File: config.mk
export PLATFORM = sky130hd
export DESIGN_NAME = reg_trace_buffer
export DESIGN_NICKNAME = d
export VERILOG_FILES = /design/src/rtl/reg_trace_buffer.sv
export SDC_FILE = /design/constraint.sdc
export NUM_CORES = 1
export LEC_CHECK = 0
export ABC_AREA = 1
export BUFFER_PORTS_ARGS = -buffer_cell sky130_fd_sc_hd__clkbuf_2
export CORE_ASPECT_RATIO = 0.8
export CORE_MARGIN = 4
export CORE_UTILIZATION = 40
export DETAILED_ROUTE_END_ITERATION = 6
export SETUP_SLACK_MARGIN = 0.1
export SLEW_MARGIN = 20
export SYNTH_ARGS = -nofsm -noshare
export SYNTH_HDL_FRONTEND = slang
export SYNTH_SLANG_ARGS = --single-unit
File: constraint.sdc
create_clock -name clk -period 4.7 [get_ports clk]
set_clock_uncertainty 0.15 [all_clocks]
set_input_delay 0.705 -clock clk [delete_from_list [all_inputs] [get_ports clk]]
set_output_delay 0.705 -clock clk [all_outputs]
set_load 0.05 [all_outputs]
File: src/rtl/reg_trace_buffer.sv
// Register-file write trace buffer: filtered capture into a FWFT FIFO with timestamps.
// Optional change filtering is enabled with `define TRACE_CHANGE_FILTER_EN.
module reg_trace_buffer #(
    parameter int DATA_W     = 32,
    parameter int ADDR_W     = 5,
    parameter int DEPTH      = 16,
    parameter int TS_W       = 16,
    parameter int MAX_CYCLES = 100
) (
    input  logic                     clk,
    input  logic                     rst,
    input  logic                     wr_en,
    input  logic [ADDR_W-1:0]        wr_addr,
    input  logic [DATA_W-1:0]        wr_data,
    input  logic [(2**ADDR_W)-1:0]   watch_mask,
    input  logic                     capture_en,
    input  logic                     out_ready,
    output logic                     out_valid,
    output logic [ADDR_W-1:0]        out_addr,
    output logic [DATA_W-1:0]        out_data,
    output logic [TS_W-1:0]          out_ts,
    output logic [$clog2(DEPTH):0]   count,
    output logic                     overflow,
    output logic                     done
);

    localparam int PTR_W = $clog2(DEPTH);
    localparam int CNT_W = PTR_W + 1;
    localparam int WIN_W = $clog2(MAX_CYCLES + 1);
    localparam int NREG  = 2**ADDR_W;

    logic [ADDR_W-1:0] r_mem_addr [DEPTH];
    logic [DATA_W-1:0] r_mem_data [DEPTH];
    logic [TS_W-1:0]   r_mem_ts   [DEPTH];

    logic [PTR_W-1:0]  r_wptr;
    logic [PTR_W-1:0]  r_rptr;
    logic [CNT_W-1:0]  r_count;
    logic [TS_W-1:0]   r_ts;
    logic [WIN_W-1:0]  r_win;
    logic              r_ovf;
    logic              r_done;

    logic              w_req;
    logic              w_push;
    logic              w_pop;
    logic              w_full;
    logic              w_wr;
    logic              w_valid;

    assign w_valid = (r_count != '0);
    assign w_full  = (r_count == CNT_W'(DEPTH));
    assign w_req   = wr_en && capture_en && watch_mask[wr_addr]
                     && (wr_addr != '0) && !r_done;
    assign w_pop   = w_valid && out_ready;

`ifdef TRACE_CHANGE_FILTER_EN
    logic [DATA_W-1:0] r_shadow [NREG];
    logic              w_changed;

    assign w_changed = (wr_data != r_shadow[wr_addr]);
    assign w_push    = w_req && w_changed;

    // Shadow tracks every architectural write, captured or not.
    always_ff @(posedge clk or posedge rst) begin
        if (rst) begin
            for (int i = 0; i < NREG; i++) begin
                r_shadow[i] <= '0;
            end
        end else if (wr_en && (wr_addr != '0)) begin
            r_shadow[wr_addr] <= wr_data;
        end
    end
`else
    assign w_push = w_req;
`endif

    // A push into a full FIFO lands only if the head leaves on the same edge.
    assign w_wr = w_push && (!w_full || w_pop);

    always_ff @(posedge clk) begin
        if (w_wr) begin
            r_mem_addr[r_wptr] <= wr_addr;
            r_mem_data[r_wptr] <= wr_data;
            r_mem_ts[r_wptr]   <= r_ts;
        end
    end

    always_ff @(posedge clk or posedge rst) begin
        if (rst) begin
            r_wptr  <= '0;
            r_rptr  <= '0;
            r_count <= '0;
            r_ovf   <= 1'b0;
        end else begin
            if (w_wr) begin
                r_wptr <= r_wptr + PTR_W'(1);
            end
            if (w_pop) begin
                r_rptr <= r_rptr + PTR_W'(1);
            end
            case ({w_wr, w_pop})
                2'b10:   r_count <= r_count + CNT_W'(1);
                2'b01:   r_count <= r_count - CNT_W'(1);
                default: r_count <= r_count;
            endcase
            if (w_push && w_full && !w_pop) begin
                r_ovf <= 1'b1;
            end
        end
    end

    // Timestamp and window both freeze once the capture window closes.
    always_ff @(posedge clk or posedge rst) begin
        if (rst) begin
            r_ts   <= '0;
            r_win  <= '0;
            r_done <= 1'b0;
        end else if (!r_done) begin
            r_ts <= r_ts + TS_W'(1);
            if (r_win == WIN_W'(MAX_CYCLES - 1)) begin
                r_done <= 1'b1;
            end else begin
                r_win <= r_win + WIN_W'(1);
            end
        end
    end

    assign out_valid = w_valid;
    assign out_addr  = r_mem_addr[r_rptr];
    assign out_data  = r_mem_data[r_rptr];
    assign out_ts    = r_mem_ts[r_rptr];
    assign count     = r_count;
    assign overflow  = r_ovf;
    assign done      = r_done;

endmodule

### Word-level counts from Yosys, hierarchy flattened

Memory sizes are Yosys's and may differ from the RTL's.
Index checks and enable logic that the tools add are counted.

* bits in registers: 38
* bits in writable memories: 848
* input bits: 74
* output and inout bits: 61
* logic and storage cells: 46
* memories kept: 3

* add/sub/neg operators: 6
* $lt $le $gt $ge: 1
* equal/unequal tests: 4
* muxes and demuxes: 7
* bitwise operators: 2
* reduce and logical (&&, ||, !) cells: 16

Memory list
* r_mem_data: depth 16, bits a word 32, rd ports 1, clocked after Yosys merged registers in 0, wr ports 1, line 33 `logic [DATA_W-1:0] r_mem_data [DEPTH];`
* r_mem_ts: depth 16, bits a word 16, rd ports 1, clocked after Yosys merged registers in 0, wr ports 1, line 34 `logic [TS_W-1:0] r_mem_ts [DEPTH];`
* r_mem_addr: depth 16, bits a word 5, rd ports 1, clocked after Yosys merged registers in 0, wr ports 1, line 32 `logic [ADDR_W-1:0] r_mem_addr [DEPTH];`

Operators by type and width (count)
* adder 16 x 1 -> 16 bit, second input constant: 1
* one-hot mux 5 bit (2 select lines): 1
* nonzero test 5 bit: 2
* adder 4 x 1 -> 4 bit, second input constant: 2
* logical AND 1 bit: 8
* adder 7 x 1 -> 7 bit, second input constant: 1
* == test 7 bit, second input constant: 1
* less-than comparator 5 x 6 -> 1 bit, second input constant: 1
* adder 5 x 1 -> 5 bit, second input constant: 1
* binary-select mux 1 bit (select 5 bit): 1
* == test 5 bit, second input constant: 1
* two-way mux 1 bit: 5
* subtractor 5 x 1 -> 5 bit, second input constant: 1
* logical NOT 1 bit: 3
* == test 2 x 1 -> 1 bit, second input constant: 1
* == test 2 bit, second input constant: 1
* inverter 1 bit: 2
* AND reduction 2 bit: 1
* nonzero test 2 bit: 1
* logical OR 1 bit: 1

### Logic depth before layout (Yosys ltp)

Gate-level depths: netlist (run 1).

* depth in word-level cells: 8
* depth in mapped cells: 24
* gate-level depth less buffers: 22

### Least setup slack after synthesis (run 1)

Ideal clock, no wire load.

* path type: reg-to-reg
* from: register r_count[0] (netlist: count[0])
* to: memory r_mem_addr[0][0], enable pin
* library setup time: 0.464 ns
* data arrival time: 4.128 ns
* required time: 4.086 ns
* setup slack: -0.042 ns
* cell stages (with the launch flop): 9
* buffers on the path: 0
* period minus slack after synthesis: 4.742 ns
* cell sequence: dfrtp_1 nor4_2 nand2_1 nand2_2 nand3_1 nand3_2 inv_4 nand2_1 nor2_1

* word-level cells in the longest chain between the ends: 6
* elaborated cells between the ends (all ways): 8
* classes of those cells: eq/ne: 1; mux: 2; reduce/logical: 5

RTL lines
* from (decl): line 38 `logic [CNT_W-1:0] r_count;`
* from (signal assigned): line 103 `2'b10: r_count <= r_count + CNT_W'(1);`
* from (signal assigned): line 104 `2'b01: r_count <= r_count - CNT_W'(1);`
* from (signal assigned): line 105 `default: r_count <= r_count;`
* nonzero test 5 bit: line 51 `assign w_valid = (r_count != '0);`
* via out_valid: line 18 `output logic out_valid,`
* logical AND 1 bit: line 55 `assign w_pop = w_valid && out_ready;`
* logical OR 1 bit: line 79 `assign w_wr = w_push && (!w_full || w_pop);`
* logical AND 1 bit: line 79
* two-way mux 1 bit: line 82 `if (w_wr) begin`
* two-way mux 1 bit (implied by the code): line 83 `r_mem_addr[r_wptr] <= wr_addr;`
* to (decl): line 32

The timed path passes the listed nets, and every way through them passes these cells.

### Worst setup path in the final report (run 1)

* from: register r_rptr[1]
* to: output out_ts[14]

* word-level cells in the longest chain between the ends: 1

RTL lines
* from (decl): line 37 `logic [PTR_W-1:0] r_rptr;`
* from (signal assigned): line 100 `r_rptr <= r_rptr + PTR_W'(1);`
* memory read (16 x 16 bit)
* to (decl): line 21 `output logic [TS_W-1:0] out_ts,`

Every way passes these cells.

==> metrics, run 1 <==
async set-reset flop share out of synthesis=between 4 and 5%; Synth Net Count=2619; hpwl dp=48.6 mm; CTS Sinks=a little under 900; Clk pin slew, worst setup/hold paths=roughly 60 ps; worst hold margin=between 80 and 90 ps; Total GRT Usage=a little under a fifth; Synth cell types=40; share of layout cells above drive strength 1=12.9%; Critical Path AT=between 3000 and 4000 ps; post-CTS setup buffers=0; Clk pwr share=between 20% and 30%; Synth Area in Simple Gates=under 10%; sequential share of the synthesized area=73.5%; root buf cell=clkbuf_16; main flop type after synthesis=edfxtp_1; syn_area_per_cell=about 14 um^2; Slew Limit Fails=0; Die Span Y=around 280 um; Max-Slew Margin vs Limit=between 40% and 50%; Leak=around 15 nW; fin crit share=about 88%; R2R setup slack=1740 ps; Least-Margin Pin Slew=889 ps; most common cell after layout, fill and taps aside=edfxtp_1; P_sw=roughly 0.0095 W; Skew-Pair Late Insertion Delay=approximately 630 ps; crit start category=flop; register bit total from synthesis=886; First DRT Iteration DRCs=~1900; Pre-antenna DRT Iters=5; RSZ-0062 raised after global routing=false; Reg power frac=around 37%; Via density=5.37; adder-cell share of the synthesized area=less than 1%; drt drc=0; f_max=about 240 MHz; Final Hold Vio Count=0; # setup viols final=0; largest net degree at the start of global routing=about 150; GP Congestion=approximately 0.82; cts-stage hold buffer count=0; commonest non-fill, non-tap cells in the layout=edfxtp_1, o21ai_0, inv_1, a21oi_1; internal power=around 0.015 W; Syn-to-layout area delta=13.8%; Hold Crit Class=input pin to async pin; Comb power frac=36.3%; vias in the first global route=roughly 21000; PortBufs=approximately 130; main combinational cell family by area after synthesis=compound AO/OA/AOI/OAI gates; Ys Warns=0; Tmin final=slightly above 4000 ps; drt wl/cell=about 22 um; CTS Buf Count=87; grt ovf=0; maximum vdd drop=about 440 uV; ANT nets after route=0; Synth Area in Compound Gates=between 10 and 15%; crit-path max FO=a little over 40; Cell Pwr Density=about 600 nW/um^2; Ports=between 100 and 150; sw frac=around 40%; Crit path required time=3850 ps; Cell Rows=98; critical path type=flop to output port; post_cts resized=0; Mapped Area=around 36000 um^2; cell count after synthesis=roughly 2500; TritonCTS clock tree=built; die area=between 90000 and 100000 um^2; Worst Setup End Kind=output port; Synth Area in XOR/XNOR=less than 1%; reg2reg start=count[0]$_DFFE_PP0P_; H-tree levels=3; first-pass GRT wire length=~130 mm; Layout Nets=2740; final wirelength=87.3 mm; critical path startpoint=r_rptr[1]$_DFFE_PP0P_; Bufs on Longest Clock Path=3; total of max-cap violations=0; Initial Utilization=approximately two fifths; Core Footprint=roughly 89000 um^2; number of synthesized flops with an enable pin=848; run status=completed; die width=around 340 um; initial antenna violation count=2; Power Total=0.0243 W; via count=approximately 21000; post-synthesis mux area share=under 10%
-- final cells by class --
class / instances / area (um^2)
multi-input cells: 1223 / 7910
clock buffers: 114 / 2340
diodes: 1 / 2.50
repair buffers: 188 / 1380
flip-flops and latches: 886 / 26400
well taps: 1200 / 1500
inverters: 269 / 1020
clock inverters: 42 / 313
fillers: 7919 / 48400
-- metrics by stage --
step | worst slack (ps) | util (%) | setup TNS (ps) | std cells | cell area [um^2]
2_1_floorplan | -42.0 | - | -32900 | 2534 | 35900
3_3_place_gp | 849 | 42.8 | 0 | 3766 | 38200
3_5_place_dp | 717 | 42.8 | 0 | 3766 | 38200
4_1_cts | 562 | 45.8 | 0 | 3922 | 40900
5_1_grt | 422 | 45.8 | 0 | 3922 | 40900
6_report | 562 | 45.8 | 0 | 3923 | 40900
-- registers in the layout, indices dropped and copies added, names as in the netlist --
register and cells:
r_rptr 4, r_ts 16, r_mem_data 512, count 5
done 1, r_win 7, r_mem_addr 80, overflow 1
r_mem_ts 256, r_wptr 4
-- power by group through the flow --
stage / logic [W] / clock network (W) / registers (W)
2_1_floorplan: 0.00624 / 0 / 0.00913
5_1_grt: 0.00956 / 0.00704 / 0.00895
6_report: 0.00885 / 0.00655 / 0.00894
3_5_place_dp: 0.00891 / 0 / 0.00910
3_3_place_gp: 0.00884 / 0 / 0.00910
4_1_cts: 0.00894 / 0.00669 / 0.00894
-- Yosys cell counts (8+ instances only) --
cell / count / area share, %
nand3_1: 85 / 1.2
buf_2: 31 / 0.43
a21oi_1: 213 / 3.0
inv_1: 262 / 2.7
edfxtp_1: 848 / 71
xor2_1: 23 / 0.56
buf_4: 15 / 0.31
mux2i_1: 212 / 5.9
dfrtp_1: 38 / 2.6
o21ai_0: 271 / 3.8
nand2_1: 139 / 1.5
clkbuf_1: 96 / 1.0
nor2_1: 25 / 0.26
o211ai_1: 212 / 4.4
ha_1: 10 / 0.35
buf_1: 8 / 0.084
-- logic make-up (layout without fill, tap and decap cells) --
logic type | count (synthesis) | in the layout
buf+inv | 425 | 613
compound gates | 701 | 701
simple gates | 270 | 270
xor+xnor | 29 | 29
flops | 886 | 886
other cells | 0 | 1
fa+ha+maj | 11 | 11
mux | 212 | 212
-- critical path, stage by stage (launching register included) --
cell and delay [ps]:
dfrtp_4 460, buf_4 480, buf_4 570, a21oi_1 60
o21ai_0 110, o21ai_0 130, o211ai_1 410, nand2_1 130
clkbuf_2 270
-- per-layer routing --
layer	global-route usage, %	wire length (um)	part of all wire, %	up-vias
met3	3.26	5690	6.5	112
met1	27.0	40100	46	10600
li1	-	-	-	9645
met2	28.2	40200	46	693
met5	0	13	0.015	-
met4	3.49	1330	1.5	2
-- final timing paths --
kind	to	cells after the start
worst max-delay path	out_ts[14]	8
worst min-delay path	r_ts[7]$_DFFE_PP0N_	2
worst max register to register	r_mem_data[12][12]$_DFFE_PP_	9
worst min register to register	r_win[6]$_DFFE_PP0P_	1
max in group asynchronous	r_rptr[1]$_DFFE_PP0P_	2
min in group clk	r_rptr[0]$_DFFE_PP0P_	3
Note: power is estimated with default switching activity, not from simulation.
==> inputs of run 2 (changes only) <==
PLACE_DENSITY_LB_ADDON = 0.15   (was unset)
==> run 2 against run 1 <==
  * Cell area up 1.0%
  * Critical path depth fell by 1
  * Global-route usage increased by 0.37 points
  * Worst setup slack gained 32 ps
  * Clock-buffer cell count up 12
  * Cell count up 0.64%
  * Non-clock buffer count rose by 13
  * Critical endpoint is now out_data[15]
==> metrics, run 2 (same netlist as run 1, synthesis figures left out) <==
commonest non-fill, non-tap cells in the layout=edfxtp_1, o21ai_0, inv_1, a21oi_1; share of layout cells above drive strength 1=a little over an eighth; cts-stage hold buffer count=0; Ports=135; fin crit share=87.4%; Cell Rows=slightly below 100; RSZ-0062 raised after global routing=false; run status=completed; first-pass GRT wire length=~130 mm; Reg power frac=a little over a third; Bufs on Longest Clock Path=3; Crit path largest cell delay=about 830 ps; flip-flop and latch area=around 26000 um^2; First DRT Iteration DRCs=between 1500 and 2000; CP dominant cell by count=buf_4; internal power=0.0155 W; Total GRT Usage=between 15 and 20%; Final Hold Vio Count=0; Critical Path AT=around 3300 ps; TritonCTS clock tree=built; crit-path max FO=31; drt wl/cell=roughly 22 um; Core Footprint=slightly below 90000 um^2; Initial Utilization=a little over 40%; drt drc=0; Clk pwr share=about 29%; Placement Setup Slack=806 ps; CTS Sinks=886; final wirelength=~89 mm; critical-path cell list=buf_4, buf_4, mux2i_1, o211ai_1, nand3_1, nand2_1, clkbuf_2; Leak=roughly 15 nW; Die Span Y=about 280 um; sw frac=about two fifths; Largest regs=r_mem_data x512, r_mem_ts x256, r_mem_addr x80; maximum vdd drop=~470 uV; total of max-cap violations=0; CTS Buf Count=a little over 90; Tmin final=around 4000 ps; Least-Margin Pin Slew=933 ps; vias in the first global route=roughly 21000; Fill cells=between 7000 and 8000; largest net degree at the start of global routing=between 150 and 200; Hold Crit Class=input pin to async pin; Cell Pwr Density=approximately 610 nW/um^2; Via density=roughly 5.2; PortBufs=134; grt met1 use=between 20% and 30%; Layout Nets=roughly 2800; Pre-antenna DRT Iters=5; die area=about 95000 um^2; crit start category=flop; initial antenna violation count=3; Skew-Pair Late Insertion Delay=approximately 650 ps; Crit path required time=between 3000 and 4000 ps; GP Congestion=around 0.77; Worst Setup End Kind=output port; GR Util met2=about 29%; # setup viols final=0; die width=343 um; Comb power frac=35.2%; Slew Limit Fails=0; PnR worst setup slack=between 500 and 600 ps; most used routing layer=met2; via count=a little over 20000; f_max=roughly 240 MHz; Clk pin slew, worst setup/hold paths=60 ps; ANT nets after route=0; post-CTS setup buffers=0; most common cell after layout, fill and taps aside=edfxtp_1; Reg with most FFs=r_mem_data; Syn-to-layout area delta=15.0%; hpwl dp=slightly below 50 mm; root buf cell=clkbuf_16; critical path type=flop to output port; max reg flops=512; post_cts resized=0; CP max stage cell=dfrtp_4; final core utilization=a little under half; area of the multi-input gates=between 7000 and 8000 um^2; grt ovf=0; H-tree levels=3; Global Route met3 Usage=under 10%; Max-Slew Margin vs Limit=37.8%; P_sw=approximately 0.0095 W
==> run 2: worst max-delay path, delay by kind of cell, from the launching register on <==
kind | cells | cell delay [ps]
buffers and inverters | 3 | 1020
DFF | 1 | 830
AOI/OAI and AO/OA | 1 | 340
and+or+nand+nor | 2 | 280
muxes | 1 | 110
==> run 2: layer usage <==
layer	vias up	wire, um
met3	104	4420
met5	-	0
met1	10400	41900
met2	500	40600
li1	9693	-
met4	0	1720
==> run 2: cell type report <==
type	count	share of cell area [%]
Multi-Input combinational cell	1223	19.1
Timing Repair Buffer	201	3.51
Antenna cell	3	0.0182
Tap cell	1200	3.63
Sequential cell	886	64.0
Inverter	269	2.48
Clock inverter	40	1.01
Clock buffer	126	6.24
==> run 2: metrics by stage <==
stage | total power [W] | area, um^2 | setup TNS [ps] | hold slack, ps | std cells
6_report | 0.0251 | 41300 | 0 | 75.3 | 3948
5_1_grt | 0.0263 | 41300 | 0 | 149 | 3945
4_1_cts | 0.0254 | 41300 | 0 | 91.7 | 3945
3_5_place_dp | 0.0181 | 38300 | 0 | 333 | 3779
3_3_place_gp | 0.0181 | 38300 | 0 | 313 | 3779
2_1_floorplan | 0.0154 | 35900 | -32900 | 292 | 2534
==> run 2: power groups by stage <==
stage / logic (W) / clock network [W] / registers (W)
floorplan: 0.00624 / 0 / 0.00913
global placement: 0.00890 / 0 / 0.00919
detailed placement: 0.00892 / 0 / 0.00920
CTS: 0.00895 / 0.00739 / 0.00903
global route: 0.00957 / 0.00773 / 0.00905
finish: 0.00883 / 0.00722 / 0.00903
==> run 2: worst paths after layout <==
path,slack [ps],depth (start not counted),to,start
worst max register to register,1850,7,r_mem_data[8][16]$_DFFE_PP_,done$_DFF_PP0_
worst max-delay path,590,7,out_data[15],r_rptr[0]$_DFFE_PP0P_
min in group clk,260,3,r_rptr[0]$_DFFE_PP0P_,out_ready
worst min-delay path,80,2,r_ts[9]$_DFFE_PP0N_,rst
worst min register to register,350,1,r_win[6]$_DFFE_PP0P_,r_win[6]$_DFFE_PP0P_
max in group asynchronous,3640,2,r_rptr[0]$_DFFE_PP0P_,rst
